===== src/rtl/sa_operand_feeder.sv =====
// Operand buffer and diagonal-skew streamer for an N x N systolic matrix multiplier.
// Holds A (row-major) and B (column-major) operands, then feeds array edges with skew.
module sa_operand_feeder #(
  parameter int data_size = 4,
  parameter int N         = 4,
  localparam int IDX_W    = $clog2(N)
) (
  input  logic                      clk,
  input  logic                      reset,
  input  logic                      load_valid,
  input  logic                      load_sel,
  input  logic [IDX_W-1:0]          load_row,
  input  logic [IDX_W-1:0]          load_col,
  input  logic [data_size-1:0]      load_data,
  input  logic                      start,
  output logic [N*data_size-1:0]    a_out,
  output logic [N*data_size-1:0]    b_out,
  output logic                      pe_clear,
  output logic                      busy,
  output logic                      done
);

  localparam int T_W = $clog2(3*N-2);
  localparam logic [T_W-1:0] T_LAST = T_W'(3*N-3);

  typedef enum logic [1:0] {S_IDLE, S_CLEAR, S_STREAM, S_DONE} state_t;

  state_t                 state_q, state_d;
  logic [T_W-1:0]         t_q, t_d;
  logic [data_size-1:0]   a_mem_q [N][N];
  logic [data_size-1:0]   a_mem_d [N][N];
  logic [data_size-1:0]   b_mem_q [N][N];
  logic [data_size-1:0]   b_mem_d [N][N];
  logic [N*data_size-1:0] a_out_q, a_out_d;
  logic [N*data_size-1:0] b_out_q, b_out_d;
  logic                   pe_clear_q, pe_clear_d;
  logic                   busy_q, busy_d;
  logic                   done_q, done_d;
  logic                   idx_ok;

  assign idx_ok = ({1'b0, load_row} < (IDX_W+1)'(N)) && ({1'b0, load_col} < (IDX_W+1)'(N));

  always_comb begin
    state_d = state_q;
    t_d     = t_q;
    unique case (state_q)
      S_IDLE: begin
        t_d = '0;
        if (start) state_d = S_CLEAR;
      end
      S_CLEAR: begin
        t_d     = '0;
        state_d = S_STREAM;
      end
      S_STREAM: begin
        if (t_q == T_LAST) state_d = S_DONE;
        else               t_d     = t_q + 1'b1;
      end
      S_DONE: state_d = S_IDLE;
      default: state_d = S_IDLE;
    endcase
  end

  always_comb begin
    a_mem_d = a_mem_q;
    b_mem_d = b_mem_q;
    if (state_q == S_IDLE && load_valid && idx_ok) begin
      if (load_sel) b_mem_d[load_row][load_col] = load_data;
      else          a_mem_d[load_row][load_col] = load_data;
    end
  end

  // Outputs are registered against the next state so step t lands in the cycle it belongs to.
  // Storage cannot change once the FSM leaves IDLE, so reading the current copy is safe.
  always_comb begin
    a_out_d    = '0;
    b_out_d    = '0;
    pe_clear_d = (state_d == S_CLEAR);
    busy_d     = (state_d == S_CLEAR) || (state_d == S_STREAM);
    done_d     = (state_d == S_DONE);
    if (state_d == S_STREAM) begin
      for (int i = 0; i < N; i++) begin
        for (int k = 0; k < N; k++) begin
          if (int'(t_d) == i + k) begin
            a_out_d[i*data_size +: data_size] = a_mem_q[i][k];
            b_out_d[i*data_size +: data_size] = b_mem_q[k][i];
          end
        end
      end
    end
  end

  always_ff @(posedge clk) begin
    if (reset) begin
      state_q    <= S_IDLE;
      t_q        <= '0;
      a_out_q    <= '0;
      b_out_q    <= '0;
      pe_clear_q <= 1'b0;
      busy_q     <= 1'b0;
      done_q     <= 1'b0;
      for (int r = 0; r < N; r++) begin
        for (int c = 0; c < N; c++) begin
          a_mem_q[r][c] <= '0;
          b_mem_q[r][c] <= '0;
        end
      end
    end else begin
      state_q    <= state_d;
      t_q        <= t_d;
      a_out_q    <= a_out_d;
      b_out_q    <= b_out_d;
      pe_clear_q <= pe_clear_d;
      busy_q     <= busy_d;
      done_q     <= done_d;
      a_mem_q    <= a_mem_d;
      b_mem_q    <= b_mem_d;
    end
  end

  assign a_out    = a_out_q;
  assign b_out    = b_out_q;
  assign pe_clear = pe_clear_q;
  assign busy     = busy_q;
  assign done     = done_q;

endmodule


===== config.mk =====
export PLATFORM = sky130hd
export DESIGN_NAME = sa_operand_feeder
export DESIGN_NICKNAME = d
export VERILOG_FILES = /design/src/rtl/sa_operand_feeder.sv
export SDC_FILE = /design/constraint.sdc
export NUM_CORES = 1
export LEC_CHECK = 0
export BUFFER_PORTS_ARGS = -buffer_cell sky130_fd_sc_hd__buf_2
export CAP_MARGIN = 25
export CELL_PAD_IN_SITES_DETAIL_PLACEMENT = 1
export CELL_PAD_IN_SITES_GLOBAL_PLACEMENT = 2
export CORE_ASPECT_RATIO = 1.25
export CORE_UTILIZATION = 30
export CTS_BUF_LIST = sky130_fd_sc_hd__clkbuf_2 sky130_fd_sc_hd__clkbuf_4 sky130_fd_sc_hd__clkbuf_8
export CTS_CLUSTER_SIZE = 24
export DETAILED_ROUTE_END_ITERATION = 10
export GPL_ROUTABILITY_DRIVEN = 0
export PLACE_DENSITY = 0.76
export SYNTH_ARGS = -nofsm -noshare
export SYNTH_HDL_FRONTEND = slang
export SYNTH_SLANG_ARGS = --single-unit
export TNS_END_PERCENT = 5

===== constraint.sdc =====
create_clock -name clk -period 4.15 [get_ports clk]
set_clock_uncertainty 0.05 [all_clocks]
set_input_delay 0.2075 -clock clk [delete_from_list [all_inputs] [get_ports clk]]
set_output_delay 0.2075 -clock clk [all_outputs]
set_load 0.01 [all_outputs]

==> impl_metrics.py, run 1 <==
metrics = {
    "cts": {
        "cts_buffer_depth": 2,
        "clkTransAtPathRegs_ps": 100,
        "insertion_delay_ps": 470,
        "cts_tree": "yes",
        "cts_root_buffer": "clkbuf_8",
        "cts_num_sinks": 169,
        "cts-resized-gates": 0,
        "hold_buffers": 0,
        "cts_made_buffers": 17,
        "cts.htree.levels": 4,
        "cts_setup_buffers": 0,
    },
    "floorplan": {
        "ioPinCount": 48,
        "die_w_um": 142,
        "core-area_um2": 23900,
        "die_area_um2": 25100,
        "dieHeight_um": 177,
        "start_util_pct": 30.7,
        "rows": 63,
    },
    "synthesis": {
        "syn_area_per_cell_um2": 9.00,
        "synth_flop_cell": "dfxtp_1",
        "yosys_warnings": 0,
        "synth.distinct_cells": 48,
        "syn_inst": 814,
        "syn_nets": 835,
        "yosys_register_bits": 169,
        "syn_area_um2": 7330,
        "async_flop_share_pct": 0,
        "synth_edf_count": 0,
        "seq_area_frac_synth_pct": 46.2,
    },
    "routing": {
        "routed_wl_mm": 22.0,
        "ant_nets": 0,
        "drt_pass1_iterations": 4,
        "viasPerCell": 5.07,
        "initialDrtViolationCount": 337,
        "wl_per_cell_um": 18.7,
        "drc": 0,
        "num_vias": 5956,
    },
    "grt": {
        "gr-total-overflow": 0,
        "antenna_found_initial": 0,
        "grt_usage_pct": 18.6,
        "grt_pass1_wl_mm": 35.3,
        "grt_start_max_net_pins": 87,
        "grt_pass1_vias": 6166,
    },
    "status": {
        "status": "finished clean",
    },
    "timing": {
        "tightest_slew_ps": 973,
        "setup_violations": 0,
        "max_freq_mhz": 316,
        "slew_viol_final": 0,
        "max_slew_margin_pct": 35.1,
        "setup_ws_ps": 990,
        "min_period_ps": 3160,
        "rsz0062_at_grt": "no",
        "tns_ps": 0,
        "finalHoldViolations": 0,
        "timing.final.crit_share_pct": 76.2,
        "holdWs_ps": 138,
    },
    "place": {
        "io_buffers": 47,
        "dpl-instance-area_um2": 7810,
        "dp_hpwl_mm": 14.9,
        "pre_cts_ws_ps": 864,
    },
    "power": {
        "total_power_w": 0.00394,
        "p_per_area_nw_per_um2": 475,
        "vdd_drop_max_v": 0.000202,
        "p_leak_nw": 3.05,
    },
    "setup_path": {
        "crit_path_end_kind": "flip-flop",
        "r2r_slack_ps": 990,
        "arrival_ps": 3530,
        "r2r-end": "a_out[13]",
        "worstSetupPathType": "flip-flop to flip-flop",
        "rr_worst_depth": 7,
        "r2r-start": "t_q[0]",
        "worstPathRequired_ps": 4520,
        "start_kind": "flip-flop",
        "cp_max_fo": 17,
    },
    "finish": {
        "drive_gt1_share_pct": 12.8,
        "area_growth_pct": 13.3,
        "fin_area_um2": 8300,
        "fin_nets": 857,
        "n_antenna_cell": 0,
    },
    "min_path": {
        "holdPathStages": 5,
        "holdPathEnd": "state_q[0]",
        "hp-class": "primary input to flip-flop",
        "min_from": "start",
    },
    "run": {
        "maxCapViolations": 0,
    },
}
[cell type report]
type	instances	area, um2
multi-input cells	576	3660
fillers	2788	15600
repair buffers	56	313
inverters	16	60.1
well taps	325	407
clock buffers	17	234
clock inverters	15	248
flip-flops and latches	169	3380
[where the power goes]
part | internal [W] | switching [W]
clock | 0.000778 | 0.000642
sequential | 0.00166 | 0.0000353
combinational | 0.000234 | 0.000595
total | 0.00267 | 0.00127
[cells in the mapped netlist, drive strengths merged (2+ instances only)]
| cell type | n | area share, % |
|---|---|---|
| a21oi | 40 | 2.7 |
| nand2 | 69 | 3.5 |
| inv | 16 | 0.82 |
| clkbuf | 40 | 2.0 |
| buf | 13 | 1.1 |
| mux2 | 2 | 0.31 |
| and3 | 10 | 0.92 |
| o21ai | 59 | 4.1 |
| a22o | 24 | 2.9 |
| nand2b | 8 | 0.68 |
| nor3 | 11 | 1.3 |
| a221o | 5 | 0.68 |
| nor2 | 139 | 7.4 |
| o221ai | 10 | 1.2 |
| a22oi | 9 | 0.92 |
| o211ai | 3 | 0.31 |
| a211oi | 2 | 0.44 |
| nor2b | 11 | 0.94 |
| ha | 8 | 1.4 |
| nor4 | 5 | 1.0 |
| nand3 | 33 | 2.3 |
| mux2i | 96 | 13 |
| o22ai | 6 | 0.51 |
| dfxtp | 169 | 46 |
| a221oi | 15 | 1.8 |
[registers in the layout (all words and copies together) (netlist names)]
| register | cells |
|---|---|
| pe_clear | 1 |
| state_q | 2 |
| b_out | 16 |
| t_q | 4 |
| a_out | 16 |
| done | 1 |
| a_mem_q | 64 |
| b_mem_q | 64 |
| busy | 1 |
[worst max-delay path, stage by stage (launching register included)]
cell and delay, ps:
dfxtp_1 840, ha_1 360, and3b_1 270, nor2_4 80
mux2i_2 560, o21ai_1 220, nor4_4 490, a22o_1 240
[cells in the final DEF, fill, tap and decap left out, drive strengths merged, types with 17 or more instances in the layout]
cell type and instances:
nand3 33, nor2 139, buf 56, dfxtp 169, a21oi 40, nand2 69, mux2i 96, o21ai 59
inv 17, clkbuf 17, a22o 24
[stage by stage]
stage / cells / util (%)
2_1_floorplan: 814 / -
3_3_place_gp: 1141 / 32.7
3_5_place_dp: 1141 / 32.7
4_1_cts: 1173 / 34.7
5_1_grt: 1174 / 34.8
6_report: 1174 / 34.8
[worst max-delay path by stage]
stage,depth (start not counted),from,endpoint
final,7,t_q[0],a_out[13]
after global routing,7,t_q[0],a_out[11]
after CTS,7,t_q[0],a_out[10]
after detailed placement,7,t_q[0],a_out[10]
after global placement,7,t_q[0],a_out[10]
after floorplan,10,t_q[1],a_out[4]
[layer usage]
| metal | vias up | part of all wire [%] | GRT usage, % |
|---|---|---|---|
| met5 | - | 0 | 0 |
| met4 | 0 | 2.0 | 6.27 |
| met3 | 26 | 2.7 | 3.49 |
| met2 | 70 | 48 | 31.0 |
| met1 | 2954 | 47 | 24.0 |
| li1 | 2906 | - | - |
[cell families after synthesis]
group,Yosys count,synth area share (%)
xor+xnor,2,0.342
mux,98,13.5
compound gates,176,15.9
simple gates,292,18.8
buf+inv,69,3.98
flops,169,46.2
fa+ha+maj,8,1.37
Power figures use the tool's default switching activity.
==> run 2: changes to the inputs <==
--- a/config.mk
+++ b/config.mk
@@ -15,7 +15,7 @@
 export CTS_CLUSTER_SIZE = 24
 export DETAILED_ROUTE_END_ITERATION = 10
 export GPL_ROUTABILITY_DRIVEN = 0
-export PLACE_DENSITY = 0.76
+export PLACE_DENSITY = 0.79
 export SYNTH_ARGS = -nofsm -noshare
 export SYNTH_HDL_FRONTEND = slang
 export SYNTH_SLANG_ARGS = --single-unit
==> constraint.sdc (replaced) <==
create_clock -name clk -period 2.9 [get_ports clk]
set_clock_uncertainty 0.05 [all_clocks]
set_input_delay 0.145 -clock clk [delete_from_list [all_inputs] [get_ports clk]]
set_output_delay 0.145 -clock clk [all_outputs]
set_load 0.01 [all_outputs]
==> run 2 against run 1 <==
Compared with the run above: core utilization is 0.72 points higher; critical path type unchanged; die area stayed put; maximum frequency is 17% higher; cell count is 2.2% higher; critical endpoint is now a_out[15].
==> impl_metrics.py, run 2 (same netlist as run 1, synthesis figures left out) <==
metrics = {
    "setup_path": {
        "crit_path_frequent_cell": "a22o_1",
        "r2r_slack_ps": 200,
        "arrival_ps": 3070,
        "cp_max_fo": 10,
        "r2r-start": "t_q[1]",
        "rr_worst_depth": 9,
        "worstSetupPathType": "flip-flop to flip-flop",
        "crit_path_max_incr_delay_ps": 500,
        "worstPathRequired_ps": 3270,
        "start_kind": "flip-flop",
        "crit_path_end_kind": "flip-flop",
        "r2r-end": "a_out[15]",
        "crit_path_cell_trace": "inv_1 > ha_1 > a21oi_1 > and4_1 > nor2_4 > nor3_4 > buf_4 > a22o_1 > a22o_1",
        "cp_slowest_cell": "nor3_4",
    },
    "floorplan": {
        "dieHeight_um": 177,
        "die_w_um": 142,
        "start_util_pct": 30.7,
        "rows": 63,
        "die_area_um2": 25100,
        "core-area_um2": 23900,
        "ioPinCount": 48,
    },
    "place": {
        "pre_cts_ws_ps": 120,
        "io_buffers": 47,
        "dp_hpwl_mm": 14.9,
        "placed_cells": 1167,
    },
    "cts": {
        "cts_made_buffers": 17,
        "cts.htree.levels": 4,
        "insertion_delay_ps": 470,
        "cts_root_buffer": "clkbuf_8",
        "cts_num_sinks": 169,
        "cts_buffer_depth": 2,
        "cts_tree": "yes",
        "clkTransAtPathRegs_ps": 100,
    },
    "finish": {
        "drive_gt1_share_pct": 15.5,
        "final_common_cell": "dfxtp_1",
        "layout_common_cells": "dfxtp_1, nor2_1, mux2i_1",
        "n_antenna_cell": 0,
        "final_cells": 1200,
        "area_growth_pct": 15.7,
        "fin_nets": 883,
        "top_regs": "a_mem_q (64), b_mem_q (64)",
    },
    "grt": {
        "antenna_found_initial": 0,
        "grt_start_max_net_pins": 138,
        "grt_pass1_wl_mm": 34.9,
        "grt_usage_pct": 18.4,
        "gr-total-overflow": 0,
        "grt_pass1_vias": 6145,
    },
    "run": {
        "maxCapViolations": 0,
    },
    "min_path": {
        "hp-class": "primary input to flip-flop",
        "min_from": "reset",
        "holdPathStages": 4,
        "holdPathEnd": "b_out[2]",
    },
    "timing": {
        "tns_ps": 0,
        "timing.final.crit_share_pct": 93.1,
        "finalHoldViolations": 0,
        "tightest_slew_ps": 846,
        "holdWs_ps": 78.7,
        "slew_viol_final": 0,
        "min_period_ps": 2700,
        "setup_ws_ps": 199,
        "setup_violations": 0,
        "rsz0062_at_grt": "no",
        "max_slew_margin_pct": 43.6,
        "max_freq_mhz": 370,
    },
    "power": {
        "p_per_area_nw_per_um2": 657,
        "p_leak_nw": 3.16,
        "vdd_drop_max_v": 0.000278,
    },
    "routing": {
        "num_vias": 6067,
        "ant_nets": 0,
        "drt_pass1_iterations": 4,
        "viasPerCell": 5.06,
        "routed_wl_mm": 22.1,
        "wl_per_cell_um": 18.4,
        "initialDrtViolationCount": 322,
        "drc": 0,
    },
    "status": {
        "status": "finished clean",
    },
}
-- run 2: changes by cell type in the layout (fill, tap and decap cells not counted), moves of 2 or more --
cell       before  now
buf_4           9   33
bufinv_16       6    3
buf_12          0    2
clkbuf_8       17   19
-- run 2: layer usage --
metal	routed length (um)	track usage, %	part of all wire (%)
met4	528	7.48	2.4
met1	10200	23.3	46
met3	714	3.14	3.2
met5	0	0	0
met2	10700	30.8	48
-- run 2: worst max path at each step --
stage | startpoint | end | cells after the start
2_1_floorplan | t_q[1] | a_out[4] | 10
3_3_place_gp | t_q[1] | b_out[10] | 7
3_5_place_dp | t_q[1] | b_out[10] | 7
4_1_cts | t_q[1] | b_out[10] | 7
5_1_grt | t_q[1] | b_out[11] | 8
6_report | t_q[1] | a_out[15] | 9
-- run 2: layout make-up --
cell class	count	area, um2
clock buffer	19	262
inverter	16	60.1
fill	2806	15400
sequential	169	3380
clock inverter	13	169
multi-input combinational	576	3670
tap	325	407
timing repair buffer	82	528
-- run 2: what timing repair did --
action,4_1_cts,5_1_grt
resized for setup,0,3
hold buffers,0,1
buffers inserted,0,0
endpoints found under the setup margin,0,16
hold endpoints to repair,0,1
-- run 2: where the power goes --
group | internal, W | switching, W | total (W)
Sequential | 0.00237 | 0.0000288 | 0.00240
Clock | 0.000904 | 0.000914 | 0.00182
Combinational | 0.000425 | 0.000922 | 0.00135
-- run 2: per-stage QoR --
step,total power (W),utilization (%),area [um2]
after global routing,0.00582,35.5,8470
after floorplan,0.00326,-,7330
final,0.00557,35.5,8470
after global placement,0.00377,33.6,8030
after CTS,0.00563,35.4,8460
after detailed placement,0.00379,33.6,8030
-- run 2: critical path, delay by kind of cell (launching register included) --
kind,cells,cell delay [ps]
buffers and inverters,2,350
AND/OR/NAND/NOR,3,1000
flip-flops,1,460
AO/OA/AOI/OAI,3,540
adder cells (fa/ha/maj),1,240
